[config.mk]
export PLATFORM = sky130hd
export DESIGN_NAME = booth_radix4_mul_seq
export DESIGN_NICKNAME = d
export VERILOG_FILES = /design/src/rtl/booth_radix4_mul_seq.sv
export SDC_FILE = /design/constraint.sdc
export NUM_CORES = 1
export LEC_CHECK = 0
export CAP_MARGIN = 10
export CELL_PAD_IN_SITES_DETAIL_PLACEMENT = 0
export CELL_PAD_IN_SITES_GLOBAL_PLACEMENT = 1
export CORE_ASPECT_RATIO = 0.8
export CORE_MARGIN = 8
export CORE_UTILIZATION = 46
export CTS_CLUSTER_DIAMETER = 40
export DETAILED_ROUTE_END_ITERATION = 8
export PLACE_DENSITY = 0.84
export SETUP_SLACK_MARGIN = 0.2
export SYNTH_ARGS = -nofsm -noshare
export SYNTH_HDL_FRONTEND = slang
export SYNTH_SLANG_ARGS = --single-unit
[constraint.sdc]
create_clock -name clk_i -period 9.9 [get_ports clk_i]
set_input_delay 1.98 -clock clk_i [delete_from_list [all_inputs] [get_ports clk_i]]
set_output_delay 1.98 -clock clk_i [all_outputs]
set_load 0.005 [all_outputs]
[src/rtl/booth_radix4_mul_seq.sv]
// ============================================================================
// Module   : booth_radix4_mul_seq
// Brief    : Sequential radix-4 Booth multiplier, one Booth digit per enabled
//            cycle, valid/ready on both sides, per-operation signed/unsigned.
//            Optional macro BOOTH_R4_EARLY_EXIT_EN: finish as soon as all
//            remaining Booth digits are zero.
// Revision : 1.0 - initial release
// ============================================================================
`default_nettype none

module booth_radix4_mul_seq #(
  parameter int WIDTH = 32
) (
  input  logic               clk_i,
  input  logic               rst_i,
  input  logic               clk_en_i,
  input  logic               valid_i,
  output logic               ready_o,
  input  logic [WIDTH-1:0]   multiplicand_i,
  input  logic [WIDTH-1:0]   multiplier_i,
  input  logic               signed_i,
  output logic               valid_o,
  input  logic               ready_i,
  output logic [2*WIDTH-1:0] result_o
);

  localparam int c_NDIG = WIDTH / 2 + 1;
  localparam int c_CW   = $clog2(c_NDIG + 1);
  localparam int c_PW   = WIDTH + 3;
  localparam int c_AW   = WIDTH + 2;
  localparam logic [c_CW-1:0] c_LAST = c_CW'(c_NDIG - 1);

  typedef enum logic [1:0] {
    S_IDLE     = 2'd0,
    S_MULTIPLY = 2'd1,
    S_DONE     = 2'd2
  } state_t;

  state_t r_state;
  state_t w_state_nxt;

  logic [c_PW-1:0]        r_p;
  logic [c_AW-1:0]        r_a;
  logic                   r_l;
  logic [c_PW-1:0]        r_b;
  logic [c_CW-1:0]        r_cnt;
  logic [2*WIDTH-1:0]     r_result;

  logic                   w_accept;
  logic                   w_step;
  logic                   w_exit;
  logic [2:0]             w_digit;
  logic [c_PW-1:0]        w_b2;
  logic [c_PW-1:0]        w_addend;
  logic [c_PW-1:0]        w_sum;
  logic [c_PW+c_AW-1:0]   w_shifted;
  int                     w_shamt;
`ifdef BOOTH_R4_EARLY_EXIT_EN
  logic                   w_rem_zero;
  logic                   w_rem_ones;
`endif

  // Booth digit selection and one partial-product accumulation.
  always_comb begin
    w_digit = {r_a[1:0], r_l};
    w_b2    = {r_b[c_PW-2:0], 1'b0};
    case (w_digit)
      3'b001, 3'b010: w_addend = r_b;
      3'b011:         w_addend = w_b2;
      3'b100:         w_addend = -w_b2;
      3'b101, 3'b110: w_addend = -r_b;
      default:        w_addend = '0;
    endcase
    w_sum = r_p + w_addend;
  end

  // Shift distance is 2 per digit; early exit folds all remaining shifts in.
  always_comb begin
    w_exit  = (r_cnt == c_LAST);
    w_shamt = 2;
`ifdef BOOTH_R4_EARLY_EXIT_EN
    w_rem_zero = 1'b1;
    w_rem_ones = 1'b1;
    // After this step the unconsumed multiplier bits plus L are old A[top:1].
    for (int i = 1; i < c_AW; i++) begin
      if (i <= c_AW - 1 - 2 * int'(r_cnt)) begin
        w_rem_zero = w_rem_zero & ~r_a[i];
        w_rem_ones = w_rem_ones & r_a[i];
      end
    end
    if (w_rem_zero || w_rem_ones) begin
      w_exit  = 1'b1;
      w_shamt = 2 * (c_NDIG - int'(r_cnt));
    end
`endif
    w_shifted = $signed({w_sum, r_a}) >>> w_shamt;
  end

  always_ff @(posedge clk_i or posedge rst_i) begin
    if (rst_i) begin
      r_state <= S_IDLE;
    end else if (clk_en_i) begin
      r_state <= w_state_nxt;
    end
  end

  always_comb begin
    w_state_nxt = r_state;
    w_accept    = 1'b0;
    w_step      = 1'b0;
    ready_o     = 1'b0;
    valid_o     = 1'b0;
    case (r_state)
      S_IDLE: begin
        ready_o = 1'b1;
        if (valid_i) begin
          w_accept    = 1'b1;
          w_state_nxt = S_MULTIPLY;
        end
      end
      S_MULTIPLY: begin
        w_step = 1'b1;
        if (w_exit) begin
          w_state_nxt = S_DONE;
        end
      end
      S_DONE: begin
        valid_o = 1'b1;
        if (ready_i) begin
          w_state_nxt = S_IDLE;
        end
      end
      default: w_state_nxt = S_IDLE;
    endcase
  end

  // Operands are extended at accept, so the mode needs no register of its own.
  always_ff @(posedge clk_i or posedge rst_i) begin
    if (rst_i) begin
      r_p      <= '0;
      r_a      <= '0;
      r_l      <= 1'b0;
      r_b      <= '0;
      r_cnt    <= '0;
      r_result <= '0;
    end else if (clk_en_i) begin
      if (w_accept) begin
        r_p   <= '0;
        r_l   <= 1'b0;
        r_cnt <= '0;
        r_a   <= {{2{signed_i & multiplier_i[WIDTH-1]}}, multiplier_i};
        r_b   <= {{3{signed_i & multiplicand_i[WIDTH-1]}}, multiplicand_i};
      end else if (w_step) begin
        r_p   <= w_shifted[c_PW+c_AW-1 -: c_PW];
        r_a   <= w_shifted[c_AW-1:0];
        r_l   <= r_a[1];
        r_cnt <= r_cnt + c_CW'(1);
        if (w_exit) begin
          r_result <= w_shifted[2*WIDTH-1:0];
        end
      end
    end
  end

  assign result_o = r_result;

endmodule

`default_nettype wire
==> results of run 1 <==
registers in the layout, indices dropped and copies added, names as in the netlist:
register	cells
r_state	2
r_b	33
r_a	34
result_o	64
r_l	1
r_cnt	5
r_p	33
Yosys cell counts, types with 3 or more instances:
cell type,number
nand2_1,232
dfrtp_1,172
o21ai_0,122
clkbuf_1,60
nor2_1,54
a21oi_1,50
xnor2_1,50
mux2_2,49
mux2i_1,40
ha_1,37
xor2_1,27
nand3_1,25
a22oi_1,23
nor3_1,21
a21o_1,16
a22o_1,15
a31oi_1,13
inv_1,11
a221oi_1,9
buf_1,8
nand4_1,8
o21a_1,7
o31ai_1,7
and2_1,6
and3_1,6
nand2b_1,6
nor2b_1,5
o21bai_1,5
o221ai_1,5
buf_2,4
nor4_1,4
o211ai_1,4
o22ai_1,4
or3_1,4
and4_1,3
nand3b_1,3
nor3_2,3
o41ai_1,3
per-layer routing:
| metal | track usage (%) | vias to the layer above | wire (microns) |
|---|---|---|---|
| met5 | 0 | - | 0 |
| met4 | 4.187 | 0 | 314 |
| met3 | 3.716 | 25 | 1648 |
| met2 | 31.91 | 269 | 12790 |
| met1 | 31.62 | 4318 | 14200 |
| li1 | - | 4301 | - |
final cells by class:
| type | count | area [sq um] | area share [%] |
|---|---|---|---|
| clock buffers | 18 | 439.2 | 3.485 |
| multi-input cells | 902 | 5809 | 46.10 |
| repair buffers | 145 | 1426 | 11.32 |
| clock inverters | 14 | 192.7 | 1.529 |
| inverters | 11 | 46.29 | 0.3674 |
| well taps | 306 | 382.9 | 3.038 |
| flip-flops and latches | 172 | 4304 | 34.16 |
cell families after synthesis:
group,Yosys count,synth area share [%]
AND/OR/NAND/NOR,399,17.48
AO/OA/AOI/OAI,299,17.77
flip-flops,172,41.18
multiplexers,89,9.110
buffers and inverters,87,3.388
XOR/XNOR,77,6.453
adder cells (fa/ha/maj),38,4.621
worst max path at each step:
stage | start | endpoint | slack (ps) | cells past startpoint
final | r_b[0] | r_p[33] | 4890 | 20
after floorplan | rst_i | r_a[0] | 3260 | 1
after global placement | r_b[1] | r_p[33] | 5010 | 19
after CTS | r_b[0] | r_p[33] | 4900 | 19
after global routing | r_b[0] | r_p[30] | 4400 | 20
after detailed placement | r_b[1] | r_p[33] | 4920 | 19
per-stage QoR:
| step | utilization [%] | cells | cell area, sq um | hold WS, ps | setup WS (ps) |
|---|---|---|---|---|---|
| floorplan | - | 1161 | 10450 | 456.3 | 3260 |
| global placement | 53.49 | 1536 | 11970 | 459.8 | 5009 |
| detailed placement | 53.49 | 1536 | 11970 | 469.3 | 4921 |
| CTS | 56.31 | 1568 | 12600 | 486.2 | 4903 |
| global route | 56.31 | 1568 | 12600 | 515.4 | 4398 |
| finish | 56.31 | 1568 | 12600 | 482.1 | 4886 |
worst max-delay path, stage by stage, from the launching register on:
cell	delay [ps]
dfrtp_1	400
inv_1	120
ha_1	260
nor4b_2	270
and3_1	380
nand2_1	150
or3_1	380
nand2_1	100
xnor2_1	80
a22oi_1	150
o21ai_0	160
ha_1	410
and3_1	250
nand3_1	110
or3b_2	470
o211ai_1	180
a311oi_1	230
a21oi_1	310
nand4_1	180
nor3_1	210
a211o_1	130
layout by cell type (no fill, tap or decap), types with 4 or more instances in the layout:
cell,instances
o211ai_1,4
mux2_2,49
and3_1,6
ha_1,37
nand3_1,25
nor3_1,21
clkdlybuf4s50_1,135
xor2_1,27
mux2i_1,40
a22oi_1,23
clkinv_8,7
inv_8,4
a221oi_1,9
nor2_1,53
a22o_1,15
buf_4,10
nor4_1,4
a21oi_1,50
nand2_1,231
a31oi_1,13
nand4_1,8
o221ai_1,5
a21o_1,16
clkbuf_16,17
inv_1,10
nor2b_1,5
o21ai_0,122
o21a_1,7
o21bai_1,5
or3_1,4
o31ai_1,7
nand2b_1,6
o22ai_1,4
dfrtp_1,172
xnor2_1,50
and2_1,5
power by group:
group          total (W)  internal (W)  switching (W)
Sequential       0.00125      0.000965       0.000289
Combinational    0.00234      0.000985        0.00135
Clock           0.000704      0.000354       0.000350
==> out/metrics.yaml, run 1 <==
routing:
  drtIter0Drc: 754
  first_pass_iters: 5
  routed_wl_mm: 28.95
  wire_per_inst_microns: 18.46
  ant_nets: 0
  avgViaCountPerCell: 5.684
  vias: 8913
  drc_errors: 0
floorplanning:
  fp-row-count: 49
  start_util_pct: 46.70
  dieArea_sq_um: 27830
  die_w_microns: 184.5
  die_h_microns: 150.8
  ios: 136
  coreArea_sq_um: 22380
sta:
  max_slew.worst_pin.slew_ps: 1109
  setup_viol: 0
  slew_violations: 0
  period_share_pct: 50.65
  grt_setup_unrepaired: "false"
  slew_headroom_pct: 25.94
  max_freq_mhz: 199.4
  tns_ps: 0
  clock_skew_ps: 16.38
  timing_hold_violations_final: 0
  period_needed_ps: 5014
worst_setup_path:
  r2r_end: "r_p[33]"
  reg2reg_depth: 20
  crit_fanout: 8
  cp.arrival_ps: 5400
  start_kind: "flip-flop"
  ff2ff_setup_slack_ps: 4890
  cp-end-kind: "flip-flop"
  reg2reg_from: "r_b[0]"
  crit_required_ps: 10280
  worstSetupPathType: "flip-flop to flip-flop"
clock_network:
  cts_tree: "done"
  clockBufferDepth: 2
  cts_resized: 0
  cts_hold_buf: 0
  clock_latency_ps: 440
  postCtsSetupBuffers: 0
  htree_levels: 4
  root_buffer: "clkbuf_16"
  numCtsBuffers: 17
  clk_pin_slew_ps: 90
  clock_sinks: 172
grt:
  grt_pass1_vias: 8530
  track_usage_pct: 21.23
  antenna_found_initial: 0
  grt_pass1_wl_mm: 46.95
  gr-total-overflow: 0
  grt_start_max_net_pins: 81
synth:
  avgSynthCellArea_sq_um: 9.002
  syn_inst: 1161
  synth.distinct_cells: 72
  async_reset_ff_share_pct: 100.0
  synth_nets: 1269
  synth-seq-cells: 172
  synth_top_area_share_pct: 41.18
  dominantRegCellSynth: "dfrtp_1"
  synth_area_leaders: "dfrtp_1 (41%), nand2_1 (8.3%), o21ai_0 (5.8%), mux2_2 (5.3%), ha_1 (4.4%)"
  syn_area_sq_um: 10450
  yosysWarnings: 0
  synth_edf_count: 0
  synth_top_area_cell: "dfrtp_1"
  yosysSeqAreaShare_pct: 41.18
power:
  p_total_w: 0.004296
  power_density_nw_per_um2: 340.9
  p_leak_nw: 5.558
  irDropWorstVdd_v: 0.0001418
cells_and_area:
  diodes: 0
  areaGrowthSynthToFinish_pct: 20.57
  fillers: 2001
  final_layout_size_suffix_gt1_share_pct: 8.954
  layout.nets: 1357
hold_path:
  hold_path.class: "flip-flop to flip-flop"
  hold_start: "result_o[61]"
  whs_path_depth: 2
  hold_end: "result_o[61]"
placement:
  io_buffers: 135
  dp_hpwl_mm: 20.74
  gp_congestion: 0.8984
run_status:
  status: "completed"
job:
  cap_violations: 0
No activity file was read; power rests on OpenSTA's default activity.
==> inputs of run 2 (changes only) <==
--- a/config.mk
+++ b/config.mk
@@ -10,10 +10,10 @@
 export CELL_PAD_IN_SITES_GLOBAL_PLACEMENT = 1
 export CORE_ASPECT_RATIO = 0.8
 export CORE_MARGIN = 8
-export CORE_UTILIZATION = 46
+export CORE_UTILIZATION = 39
 export CTS_CLUSTER_DIAMETER = 40
 export DETAILED_ROUTE_END_ITERATION = 8
-export PLACE_DENSITY = 0.84
+export PLACE_DENSITY = 0.76
 export SETUP_SLACK_MARGIN = 0.2
 export SYNTH_ARGS = -nofsm -noshare
 export SYNTH_HDL_FRONTEND = slang
==> constraint.sdc (replaced) <==
create_clock -name clk_i -period 4.1 [get_ports clk_i]
set_input_delay 0.82 -clock clk_i [delete_from_list [all_inputs] [get_ports clk_i]]
set_output_delay 0.82 -clock clk_i [all_outputs]
set_load 0.005 [all_outputs]
==> run 2 against run 1 <==
Non-clock buffer count up 141. Critical path depth up 1. Fmax up 19%. Worst setup slack got worse by 5000 ps. Via count up 5.5%. Power increased to 2.9 times the previous value. Die area increased by 16%. Count of clock-buffer cells in the layout increased by 1. The flow now finishes with violations (negative setup slack). Routed wire length up 10%. Critical endpoint unchanged.
==> out/metrics.yaml, run 2 (synthesis gave the netlist of run 1 again) <==
run_status:
  status: "finished, violations left"
  violations: "negative setup slack"
floorplanning:
  die_h_microns: 162.4  # +7.7%
  coreArea_sq_um: 26330  # +18%
  die_w_microns: 199.0  # +7.9%
  ios: 136  # unchanged
  fp-row-count: 53  # +8.2%
  start_util_pct: 39.70  # -7.0 points
  dieArea_sq_um: 32330  # +16%
clock_network:
  clock_sinks: 172  # unchanged
  cts_tree: "done"
  root_buffer: "clkbuf_16"
  clk_pin_slew_ps: 80  # about the same
  htree_levels: 4  # unchanged
  numCtsBuffers: 17  # unchanged
  cts_hold_buf: 0  # unchanged
  clock_latency_ps: 440  # about the same
  clockBufferDepth: 2  # unchanged
placement:
  place_area_sq_um: 13090  # +9.3%
  dp_hpwl_mm: 22.68  # +9.3%
  gp_congestion: 0.9002  # +0.20%
  io_buffers: 135  # unchanged
routing:
  drtIter0Drc: 609  # -19%
  first_pass_iters: 5  # unchanged
  wire_per_inst_microns: 18.11  # -1.9%
  routed_wl_mm: 31.87  # +10%
  vias: 9405  # +5.5%
  avgViaCountPerCell: 5.344  # -6.0%
  drc_errors: 0  # unchanged
  ant_nets: 0  # unchanged
grt:
  grt_pass1_wl_mm: 51.07  # +8.8%
  track_usage_pct: 19.71  # -1.5 points
  grt_start_max_net_pins: 146  # +80%
  gr-total-overflow: 0  # unchanged
  grt_pass1_vias: 9112  # +6.8%
  antenna_found_initial: 0  # unchanged
power:
  p_leak_nw: 6.485  # +17%
  irDropWorstVdd_v: 0.0003945  # +180%
  power_density_nw_per_um2: 860.6  # +150%
  p_total_w: 0.01247  # +190%
sta:
  max_slew.worst_pin.slew_ps: 865.5  # -243.1 ps
  clock_skew_ps: 17.93  # +1.549 ps
  grt_setup_unrepaired: "true"
  setup_viol: 6  # +6
  period_share_pct: 102.4  # +52 points
  final.setup.worst_slack_ps: -98.12  # -4984 ps
  max_freq_mhz: 238.2  # +19%
  period_needed_ps: 4198  # -815.7 ps
  slew_headroom_pct: 42.30  # +16 points
  timing_hold_violations_final: 0  # unchanged
  slew_violations: 0  # unchanged
worst_setup_path:
  crit_path_end: "r_p[33]"
  start_kind: "flip-flop"
  ff2ff_setup_slack_ps: -100  # -4980 ps
  cp.arrival_ps: 4530  # -870 ps
  reg2reg_depth: 21  # +5.0%
  startpoint: "r_b[1]"
  reg2reg_from: "r_b[1]"
  r2r_end: "r_p[33]"
  crit_required_ps: 4430  # -5850 ps
  crit_fanout: 4  # -4
  cp-end-kind: "flip-flop"
  worstSetupPathType: "flip-flop to flip-flop"
cells_and_area:
  final_common_cell: "nand2_1"
  areaGrowthSynthToFinish_pct: 38.62
  stdcell_area_sq_um: 14490  # +15%
  layout_common_cells: "nand2_1 (218), dfrtp_1 (171), buf_4 (138)"
  layout.nets: 1498  # +10%
  diodes: 0  # unchanged
  largest_reg_flops: 64  # unchanged
  final_layout_size_suffix_gt1_share_pct: 25.23  # +16 points
  fillers: 2382  # +19%
job:
  cap_violations: 0  # unchanged
hold_path:
  hold_path.class: "flip-flop to flip-flop"
run 2: cell types whose count changed in the layout (fill, tap and decap cells not counted), sizes merged:
cell      before  now
buf           10  151
clkbuf        18   19
clkinvlp       0    2
clkinv         9    3
bufinv         0    3
run 2: through the flow:
step | instances | hold WS (ps) | setup WS [ps] | setup TNS, ps | util [%]
after floorplan | 1161 | 456.3 | 58.62 | 0 | -
after global placement | 1709 | 464.1 | -111.5 | -548.8 | 49.70
after detailed placement | 1709 | 474.8 | -179.1 | -1193 | 49.70
after CTS | 1747 | 491.0 | 8.096 | 0 | 52.98
after global routing | 1760 | 514.5 | -273.1 | -2964 | 55.03
final | 1760 | 485.0 | -98.12 | -258.4 | 55.03
run 2: critical path, stage by stage, from the launching register on:
cell and delay [ps]:
dfrtp_1 420, inv_2 90, ha_4 130, nor4b_4 210
and3_4 260, nand2_4 50, or3_4 390, nand2_4 90
xnor2_4 70, a21oi_2 160, o21ai_2 90, ha_1 320
and3_4 230, nand3_4 80, or3b_4 370, o211ai_1 100
buf_4 160, a311oi_2 80, buf_4 180, a21oi_4 140
nand4_1 150, a211o_1 290
run 2: how the worst min path moves through the flow:
stage,startpoint,endpoint,cells after the start
floorplan,r_p[23],r_p[23],2
global placement,result_o[36],result_o[36],2
detailed placement,result_o[35],result_o[35],2
CTS,result_o[35],result_o[35],2
global route,result_o[35],result_o[35],2
finish,result_o[38],result_o[38],2
run 2: repair_timing:
item	in CTS	in global routing
pin swaps	35	46
gates resized for setup	54	101
setup endpoints to repair	35	38
setup buffers	6	13
run 2: area by class of cell:
class	count	area, sq um	area share [%]
Sequential cell	172	4305	29.72
Multi-Input combinational cell	902	6481	44.74
Clock inverter	13	180.2	1.244
Tap cell	357	446.7	3.083
Timing Repair Buffer	286	2586	17.85
Inverter	11	45.04	0.3109
Clock buffer	19	442.9	3.057
run 2: metal layers:
| layer | share of wire [%] | track usage (%) | up-vias |
|---|---|---|---|
| met4 | 1.7 | 4.877 | 0 |
| met5 | 0 | 0 | - |
| met2 | 44 | 29.83 | 233 |
| met3 | 4.6 | 3.470 | 31 |
| met1 | 49 | 28.69 | 4555 |
| li1 | - | - | 4586 |
run 2: power breakdown:
group          switching, W  leakage (nW)  internal (W)
sequential         0.000614          2.25       0.00234
clock              0.000756         0.304      0.000995
combinational       0.00400          3.93       0.00376
